<file path="config.mk">
export PLATFORM = sky130hd
export DESIGN_NAME = mem_port_arbiter_flat
export DESIGN_NICKNAME = d
export VERILOG_FILES = /design/src/rtl/cpu_mem_pkg.sv /design/src/rtl/mem_port_arbiter_if.sv /design/src/rtl/mem_timeout_cnt.sv /design/src/rtl/mem_port_arbiter.sv /design/src/flat_wrapper.sv
export SDC_FILE = /design/constraint.sdc
export NUM_CORES = 1
export LEC_CHECK = 0
export ABC_AREA = 1
export CAP_MARGIN = 5
export CORE_MARGIN = 2
export CORE_UTILIZATION = 57
export CTS_CLUSTER_SIZE = 20
export DETAILED_ROUTE_END_ITERATION = 6
export DONT_BUFFER_PORTS = 1
export GPL_TIMING_DRIVEN = 0
export PLACE_DENSITY = 0.82
export SYNTH_ARGS = -nofsm -noshare
export SYNTH_HDL_FRONTEND = slang
export SYNTH_SLANG_ARGS = --single-unit
</file>
<file path="constraint.sdc">
create_clock -name clk_i -period 1.3 [get_ports clk_i]
set_input_delay 0.39 -clock clk_i [delete_from_list [all_inputs] [get_ports clk_i]]
set_output_delay 0.39 -clock clk_i [all_outputs]
set_load 0.02 [all_outputs]
</file>
<file path="src/rtl/cpu_mem_pkg.sv">
// Shared types and default widths for the unified instruction/data memory port.
package cpu_mem_pkg;

    localparam int ADDR_W_DEF = 32;
    localparam int DATA_W_DEF = 32;

    typedef enum logic [2:0] {
        IDLE,
        REQ_I,
        WAIT_I,
        REQ_D,
        WAIT_D
    } arb_state_t;

endpackage

</file>
<file path="src/rtl/mem_port_arbiter_if.sv">
// Pipeline-side and memory-side signals of the shared memory port.
// slave: the arbiter's view; master: the pipeline stages plus the memory.
interface mem_port_arbiter_if #(
    parameter int ADDR_W = cpu_mem_pkg::ADDR_W_DEF,
    parameter int DATA_W = cpu_mem_pkg::DATA_W_DEF
);
    logic              if_req_i;
    logic [ADDR_W-1:0] if_addr_i;
    logic              if_flush_i;
    logic              if_ready_o;
    logic [DATA_W-1:0] if_rdata_o;
    logic              d_req_i;
    logic              d_we_i;
    logic [ADDR_W-1:0] d_addr_i;
    logic [DATA_W-1:0] d_wdata_i;
    logic              d_ready_o;
    logic [DATA_W-1:0] d_rdata_o;
    logic              stall_o;
    logic              mem_req_o;
    logic              mem_we_o;
    logic [ADDR_W-1:0] mem_addr_o;
    logic [DATA_W-1:0] mem_wdata_o;
    logic              mem_gnt_i;
    logic              mem_rvalid_i;
    logic [DATA_W-1:0] mem_rdata_i;
    logic              err_o;

    modport slave (
        input  if_req_i, if_addr_i, if_flush_i,
        input  d_req_i, d_we_i, d_addr_i, d_wdata_i,
        input  mem_gnt_i, mem_rvalid_i, mem_rdata_i,
        output if_ready_o, if_rdata_o, d_ready_o, d_rdata_o, stall_o,
        output mem_req_o, mem_we_o, mem_addr_o, mem_wdata_o, err_o
    );

    modport master (
        output if_req_i, if_addr_i, if_flush_i,
        output d_req_i, d_we_i, d_addr_i, d_wdata_i,
        output mem_gnt_i, mem_rvalid_i, mem_rdata_i,
        input  if_ready_o, if_rdata_o, d_ready_o, d_rdata_o, stall_o,
        input  mem_req_o, mem_we_o, mem_addr_o, mem_wdata_o, err_o
    );

endinterface

</file>
<file path="src/rtl/mem_timeout_cnt.sv">
// Purpose: counts cycles spent waiting for a memory response, flags TIMEOUT.
// Latency: expired is combinational from the registered count.
// Backpressure: none; saturates at TIMEOUT until cleared.
module mem_timeout_cnt #(
    parameter int TIMEOUT = 64
) (
    input  logic clk_i,
    input  logic rst_n_i,
    input  logic clear,
    input  logic enable,
    output logic expired
);
    localparam int CW = $clog2(TIMEOUT + 1);

    logic [CW-1:0] cnt;

    always_ff @(posedge clk_i or negedge rst_n_i) begin
        if (!rst_n_i) begin
            cnt <= '0;
        end else if (clear) begin
            cnt <= '0;
        end else if (enable && (cnt != CW'(TIMEOUT))) begin
            cnt <= cnt + 1'b1;
        end
    end

    assign expired = (cnt == CW'(TIMEOUT));

endmodule

</file>
<file path="src/rtl/mem_port_arbiter.sv">
// Purpose: serialises IF fetches and MEM loads/stores onto one req/gnt/rvalid port.
// Latency: request seen cycle 0, mem_req_o cycle 1, ready pulse one cycle after rvalid.
// Backpressure: holds mem_req_o until gnt; stall_o freezes the pipeline until ready.
module mem_port_arbiter
    import cpu_mem_pkg::*;
#(
    parameter int ADDR_W  = ADDR_W_DEF,
    parameter int DATA_W  = DATA_W_DEF,
    parameter int TIMEOUT = 64
) (
    input  logic              clk_i,
    input  logic              rst_n_i,
    mem_port_arbiter_if.slave bus
);
    arb_state_t        state_q, state_d;
    logic              req_q, we_q, drop_q, i_rdy_q, d_rdy_q, err_q;
    logic [ADDR_W-1:0] addr_q;
    logic [DATA_W-1:0] wdata_q, i_rdata_q, d_rdata_q;
    logic              d_take, i_take, in_req, in_wait, is_fetch, done, expired, tmo;

    // A requester still holding its line during its own ready pulse is not re-served.
    assign d_take   = bus.d_req_i & ~d_rdy_q;
    assign i_take   = bus.if_req_i & ~i_rdy_q & ~bus.if_flush_i;
    assign in_req   = (state_q == REQ_I) || (state_q == REQ_D);
    assign in_wait  = (state_q == WAIT_I) || (state_q == WAIT_D);
    assign is_fetch = (state_q == REQ_I) || (state_q == WAIT_I);
    assign done     = (in_req & bus.mem_gnt_i & bus.mem_rvalid_i) | (in_wait & bus.mem_rvalid_i);
    assign tmo      = in_wait & ~bus.mem_rvalid_i & expired;

    mem_timeout_cnt #(.TIMEOUT(TIMEOUT)) u_timeout (
        .clk_i   (clk_i),
        .rst_n_i (rst_n_i),
        .clear   (~in_wait),
        .enable  (in_wait),
        .expired (expired)
    );

    always_comb begin
        state_d = state_q;
        case (state_q)
            IDLE: begin
                if (d_take)      state_d = REQ_D;
                else if (i_take) state_d = REQ_I;
            end
            REQ_I:  if (bus.mem_gnt_i) state_d = bus.mem_rvalid_i ? IDLE : WAIT_I;
            REQ_D:  if (bus.mem_gnt_i) state_d = bus.mem_rvalid_i ? IDLE : WAIT_D;
            WAIT_I, WAIT_D: if (bus.mem_rvalid_i || expired) state_d = IDLE;
            default: state_d = IDLE;
        endcase
    end

    always_ff @(posedge clk_i or negedge rst_n_i) begin
        if (!rst_n_i) begin
            state_q   <= IDLE;
            req_q     <= 1'b0;
            we_q      <= 1'b0;
            addr_q    <= '0;
            wdata_q   <= '0;
            drop_q    <= 1'b0;
            i_rdy_q   <= 1'b0;
            d_rdy_q   <= 1'b0;
            i_rdata_q <= '0;
            d_rdata_q <= '0;
            err_q     <= 1'b0;
        end else begin
            state_q <= state_d;
            i_rdy_q <= 1'b0;
            d_rdy_q <= 1'b0;
            if (state_q == IDLE) begin
                drop_q <= 1'b0;
                if (d_take) begin
                    req_q   <= 1'b1;
                    we_q    <= bus.d_we_i;
                    addr_q  <= bus.d_addr_i;
                    wdata_q <= bus.d_wdata_i;
                end else if (i_take) begin
                    req_q  <= 1'b1;
                    we_q   <= 1'b0;
                    addr_q <= bus.if_addr_i;
                end
            end
            if (in_req && bus.mem_gnt_i) req_q <= 1'b0;
            // A flushed fetch still finishes on the bus; only its ready is dropped.
            if (is_fetch && bus.if_flush_i) drop_q <= 1'b1;
            if (done && is_fetch && !drop_q && !bus.if_flush_i) begin
                i_rdy_q   <= 1'b1;
                i_rdata_q <= bus.mem_rdata_i;
            end
            if (done && !is_fetch) begin
                d_rdy_q <= 1'b1;
                if (!we_q) d_rdata_q <= bus.mem_rdata_i;
            end
            if (tmo) err_q <= 1'b1;
        end
    end

    assign bus.stall_o     = i_take | d_take;
    assign bus.mem_req_o   = req_q;
    assign bus.mem_we_o    = we_q;
    assign bus.mem_addr_o  = addr_q;
    assign bus.mem_wdata_o = wdata_q;
    assign bus.if_ready_o  = i_rdy_q;
    assign bus.if_rdata_o  = i_rdata_q;
    assign bus.d_ready_o   = d_rdy_q;
    assign bus.d_rdata_o   = d_rdata_q;
    assign bus.err_o       = err_q;

endmodule
</file>
<file path="src/flat_wrapper.sv">
// flat-port wrapper written by rule: the top's interface ports become plain ports
module mem_port_arbiter_flat import cpu_mem_pkg::*;
#(
    parameter int ADDR_W  = ADDR_W_DEF,
    parameter int DATA_W  = DATA_W_DEF,
    parameter int TIMEOUT = 64
)
  (clk_i, rst_n_i, bus_if_req_i, bus_if_addr_i, bus_if_flush_i, bus_d_req_i, bus_d_we_i, bus_d_addr_i, bus_d_wdata_i, bus_mem_gnt_i, bus_mem_rvalid_i, bus_mem_rdata_i, bus_if_ready_o, bus_if_rdata_o, bus_d_ready_o, bus_d_rdata_o, bus_stall_o, bus_mem_req_o, bus_mem_we_o, bus_mem_addr_o, bus_mem_wdata_o, bus_err_o);
  mem_port_arbiter_if #(.ADDR_W(ADDR_W), .DATA_W(DATA_W)) bus_i ();
  input  logic clk_i;
  input  logic rst_n_i;
  input wire logic [$bits(bus_i.if_req_i)-1:0] bus_if_req_i;
  input wire logic [$bits(bus_i.if_addr_i)-1:0] bus_if_addr_i;
  input wire logic [$bits(bus_i.if_flush_i)-1:0] bus_if_flush_i;
  input wire logic [$bits(bus_i.d_req_i)-1:0] bus_d_req_i;
  input wire logic [$bits(bus_i.d_we_i)-1:0] bus_d_we_i;
  input wire logic [$bits(bus_i.d_addr_i)-1:0] bus_d_addr_i;
  input wire logic [$bits(bus_i.d_wdata_i)-1:0] bus_d_wdata_i;
  input wire logic [$bits(bus_i.mem_gnt_i)-1:0] bus_mem_gnt_i;
  input wire logic [$bits(bus_i.mem_rvalid_i)-1:0] bus_mem_rvalid_i;
  input wire logic [$bits(bus_i.mem_rdata_i)-1:0] bus_mem_rdata_i;
  output wire logic [$bits(bus_i.if_ready_o)-1:0] bus_if_ready_o;
  output wire logic [$bits(bus_i.if_rdata_o)-1:0] bus_if_rdata_o;
  output wire logic [$bits(bus_i.d_ready_o)-1:0] bus_d_ready_o;
  output wire logic [$bits(bus_i.d_rdata_o)-1:0] bus_d_rdata_o;
  output wire logic [$bits(bus_i.stall_o)-1:0] bus_stall_o;
  output wire logic [$bits(bus_i.mem_req_o)-1:0] bus_mem_req_o;
  output wire logic [$bits(bus_i.mem_we_o)-1:0] bus_mem_we_o;
  output wire logic [$bits(bus_i.mem_addr_o)-1:0] bus_mem_addr_o;
  output wire logic [$bits(bus_i.mem_wdata_o)-1:0] bus_mem_wdata_o;
  output wire logic [$bits(bus_i.err_o)-1:0] bus_err_o;
  assign bus_i.if_req_i = bus_if_req_i;
  assign bus_i.if_addr_i = bus_if_addr_i;
  assign bus_i.if_flush_i = bus_if_flush_i;
  assign bus_i.d_req_i = bus_d_req_i;
  assign bus_i.d_we_i = bus_d_we_i;
  assign bus_i.d_addr_i = bus_d_addr_i;
  assign bus_i.d_wdata_i = bus_d_wdata_i;
  assign bus_i.mem_gnt_i = bus_mem_gnt_i;
  assign bus_i.mem_rvalid_i = bus_mem_rvalid_i;
  assign bus_i.mem_rdata_i = bus_mem_rdata_i;
  assign bus_if_ready_o = bus_i.if_ready_o;
  assign bus_if_rdata_o = bus_i.if_rdata_o;
  assign bus_d_ready_o = bus_i.d_ready_o;
  assign bus_d_rdata_o = bus_i.d_rdata_o;
  assign bus_stall_o = bus_i.stall_o;
  assign bus_mem_req_o = bus_i.mem_req_o;
  assign bus_mem_we_o = bus_i.mem_we_o;
  assign bus_mem_addr_o = bus_i.mem_addr_o;
  assign bus_mem_wdata_o = bus_i.mem_wdata_o;
  assign bus_err_o = bus_i.err_o;
  mem_port_arbiter #(.ADDR_W(ADDR_W), .DATA_W(DATA_W), .TIMEOUT(TIMEOUT)) u_core (.clk_i(clk_i), .rst_n_i(rst_n_i), .bus(bus_i));
endmodule
</file>
==> reports/results.ini <==
[critical_path]
r2r-start=u_core.state_q[2]$_DFFE_PN0P_
endpoint_kind=output pin
r2r_slack_ns=-0.35
critical_path.endpoint=bus_stall_o
path_depth=3
required_ns=0.91
worstPathArrival_ns=1.36
crit_fanout=7
r2r_end=u_core.bus.if_rdata_o[20]$_DFFE_PN0P_
crit_slowest_cell=dfrtp_2
crit_buf_inv=1
crit_family=flip-flops
r2r_cells=10
path_class=reg -> out
cp_common_cell=nand2_4
setup.worst_path.start_class=register
crit_start=u_core.bus.d_ready_o$_DFF_PN0_
crit_chain=inv_2, nand2_4, nand2_4
cp_slowest_stage_delay_ns=0.47

[synthesis]
synth_area_mm2=0.00614
synthCells=654
synth-async-reset-ratio_pct=100
synth_top_cell_by_area=dfrtp_1
synth_most_common_cell=nand2_1
yosysSeqAreaShare_pct=58.7
syn-num-nets=792
yosys-top-cells-area=dfrtp_1 59%, nand2_1 17%, mux2i_1 5.2%
syn_avg_cell_area_um2=9.39
synthTopCellsByCount=272 x nand2_1, 144 x dfrtp_1, 41 x nand3_1
synth_ff_type=dfrtp_1
synth-seq-cells=144
synth.top_cell.area_share_pct=58.7
synth_cell_types=29
synth_edf_count=0
yosysWarnings=0

[global_routing]
first_global_vias=5910
overflow=0
grt_use_met2_pct=61.0
grt_max_degree=145
antenna_found_initial=0
globalRoute.busiestLayer=met2
grt_use_met1_pct=38.8
gr-usage-met3_pct=11.3
grt_usage_pct=35.0
grt_pass1_wl_mm=30.8

[timing]
setup_violations=269
hold_slack_ns=-0.436
post-route-min-period_ns=1.75
fin_crit_sh_pct=135
slew_headroom_pct=75.7
slew_violations=0
worst_slack_ns=-0.450
timing.fmax_mhz=571
fin_skew_ns=0.0111
hold_viol=144
rsz0062_at_grt=true
setup_tns_ns=-45.74
tightest_slew_ns=0.364

[hold_path]
hold_class=in -> async

[detailed_routing]
viasPerCell=6.26
dr_total_vias=5819
drt_wl_total_mm=23.1
antenna_left=0
drtIter0Drc=606
first_pass_iters=5
post-route-drc-count=0
post_drt_wl_per_cell_um=24.8

[place]
place.gp.congestion=0.843
dp_hpwl_mm=11.3
numPortBuffers=0

[cts]
cts_tree=yes
numCtsBuffers=17
insertion_delay_ns=0.53
clk_pin_slew_ns=0.06
htreeDepth=4
postCtsHoldBufs=44
cts_root_buffer=clkbuf_8
cts_sinks=144
clockBufferDepth=2

[power]
leakage_uw=0.00424
vdd_drop_max_uv=1770
p_per_area_mw_per_mm2=2730

[run]
cap_violations=0

[layout]
area_growth_pct=49.0
nNetsFinal=918
drive_above_1_share_pct=57.0
diodes=0
fill_cells=422

[die]
initial_core_util_pct=59.0
core_mm2=0.0104
io_pins=270
rows=37
die-width_um=108
die_h_um=108
die_area_mm2=0.0116

[outcome]
failed_checks=hold timing, setup timing
status=finished, violations left

[placed cells by master, fill, tap and decap left out, types with 6 or more instances in the layout]
master,netlist,final
buf_6,0,40
nand3_2,2,6
dfrtp_2,0,135
clkbuf_16,0,18
nand2_1,272,135
nand2_4,3,33
buf_2,22,9
nand3_1,41,31
dlygate4sd3_1,0,44
inv_2,2,8
dfrtp_1,144,9
nand4_1,36,36
nand3_4,0,6
buf_8,6,18
inv_1,19,8
o21ai_1,0,26
mux2i_1,32,32
nand2_2,3,109
buf_4,3,21
clkinvlp_4,0,6
[flip-flops by register name (all words and copies together) (netlist names)]
register                cells
u_core.bus.mem_req_o        1
u_core.bus.if_ready_o       1
u_core.drop_q               1
u_core.bus.mem_addr_o      32
u_core.u_timeout.cnt        7
u_core.state_q              3
u_core.bus.d_rdata_o       32
u_core.bus.mem_wdata_o     32
u_core.bus.err_o            1
u_core.bus.d_ready_o        1
u_core.bus.mem_we_o         1
u_core.bus.if_rdata_o      32
[where the power goes]
group / total [uW] / internal, uW / switching [uW]
logic: 9140 / 4270 / 4870
registers: 11200 / 6790 / 4400
clock network: 4650 / 2640 / 2000
[cells by family after synthesis]
logic type | Yosys count | synth area share (%)
xor gates and xnor gates | 1 | 0.143
AOI/OAI and AO/OA | 46 | 3.93
DFF | 144 | 58.7
and+or+nand+nor | 370 | 26.0
adders and majority gates | 2 | 0.407
buffers and inverters | 59 | 5.60
muxes | 32 | 5.21
[worst reg2reg max path, stage by stage, from the launching register on]
cell and delay [ns]:
dfrtp_1 0.43, inv_4 0.15, nand3_4 0.13, nand2_4 0.14
nand2_4 0.06, nor2_4 0.16, buf_6 0.14, nand2_8 0.07
buf_8 0.15, nand2_2 0.06, nand2_2 0.06
[layer usage]
metal  vias up  routed length (um)  part of all wire (%)
li1       2397                   -                     -
met1      2876                7580                    33
met2       415               12100                    52
met3       131                2240                   9.7
met4         0                1190                   5.2
met5         -                   0                     0
[timing repair]
item	in CTS	in global routing
hold endpoints to repair	188	144
endpoints found under the setup margin	270	276
pin swaps	39	68
gates resized for setup	291	153
buffers inserted	32	18
cloned	17	2
[stage by stage]
step                setup slack [ns]  area [um^2]  util, %  power, uW  std cells
global placement              -0.357         6400     61.5      14800        790
finish                        -0.450         9160     87.9      25000        929
CTS                           -0.435         8560     82.1      22600        915
floorplan                    -0.0697         6230        -      13700        654
detailed placement            -0.371         6400     61.5      15200        790
global route                  -0.476         9160     87.9      25800        929
[worst min-delay path by stage]
stage	start	to
3_3_place_gp	rst_n_i	u_core.bus.d_rdata_o[10]$_DFFE_PN0P_
5_1_grt	rst_n_i	u_core.bus.d_rdata_o[10]$_DFFE_PN0P_
6_report	rst_n_i	u_core.bus.d_rdata_o[10]$_DFFE_PN0P_
2_1_floorplan	rst_n_i	u_core.bus.d_rdata_o[0]$_DFFE_PN0P_
3_5_place_dp	rst_n_i	u_core.bus.d_rdata_o[10]$_DFFE_PN0P_
4_1_cts	rst_n_i	u_core.bus.d_rdata_o[17]$_DFFE_PN0P_
[layout make-up]
cell class                 instances  area (um^2)  area share (%)
sequential                       144         3770            41.2
multi-input combinational        452         2920            31.8
timing repair buffer             107         1220            13.3
clock buffer                      20          445            4.86
buffer                            37          422            4.61
tap                              136          170            1.86
clock inverter                    12          111            1.22
inverter                          21          104            1.13
Note: power is estimated with default switching activity, not from simulation.
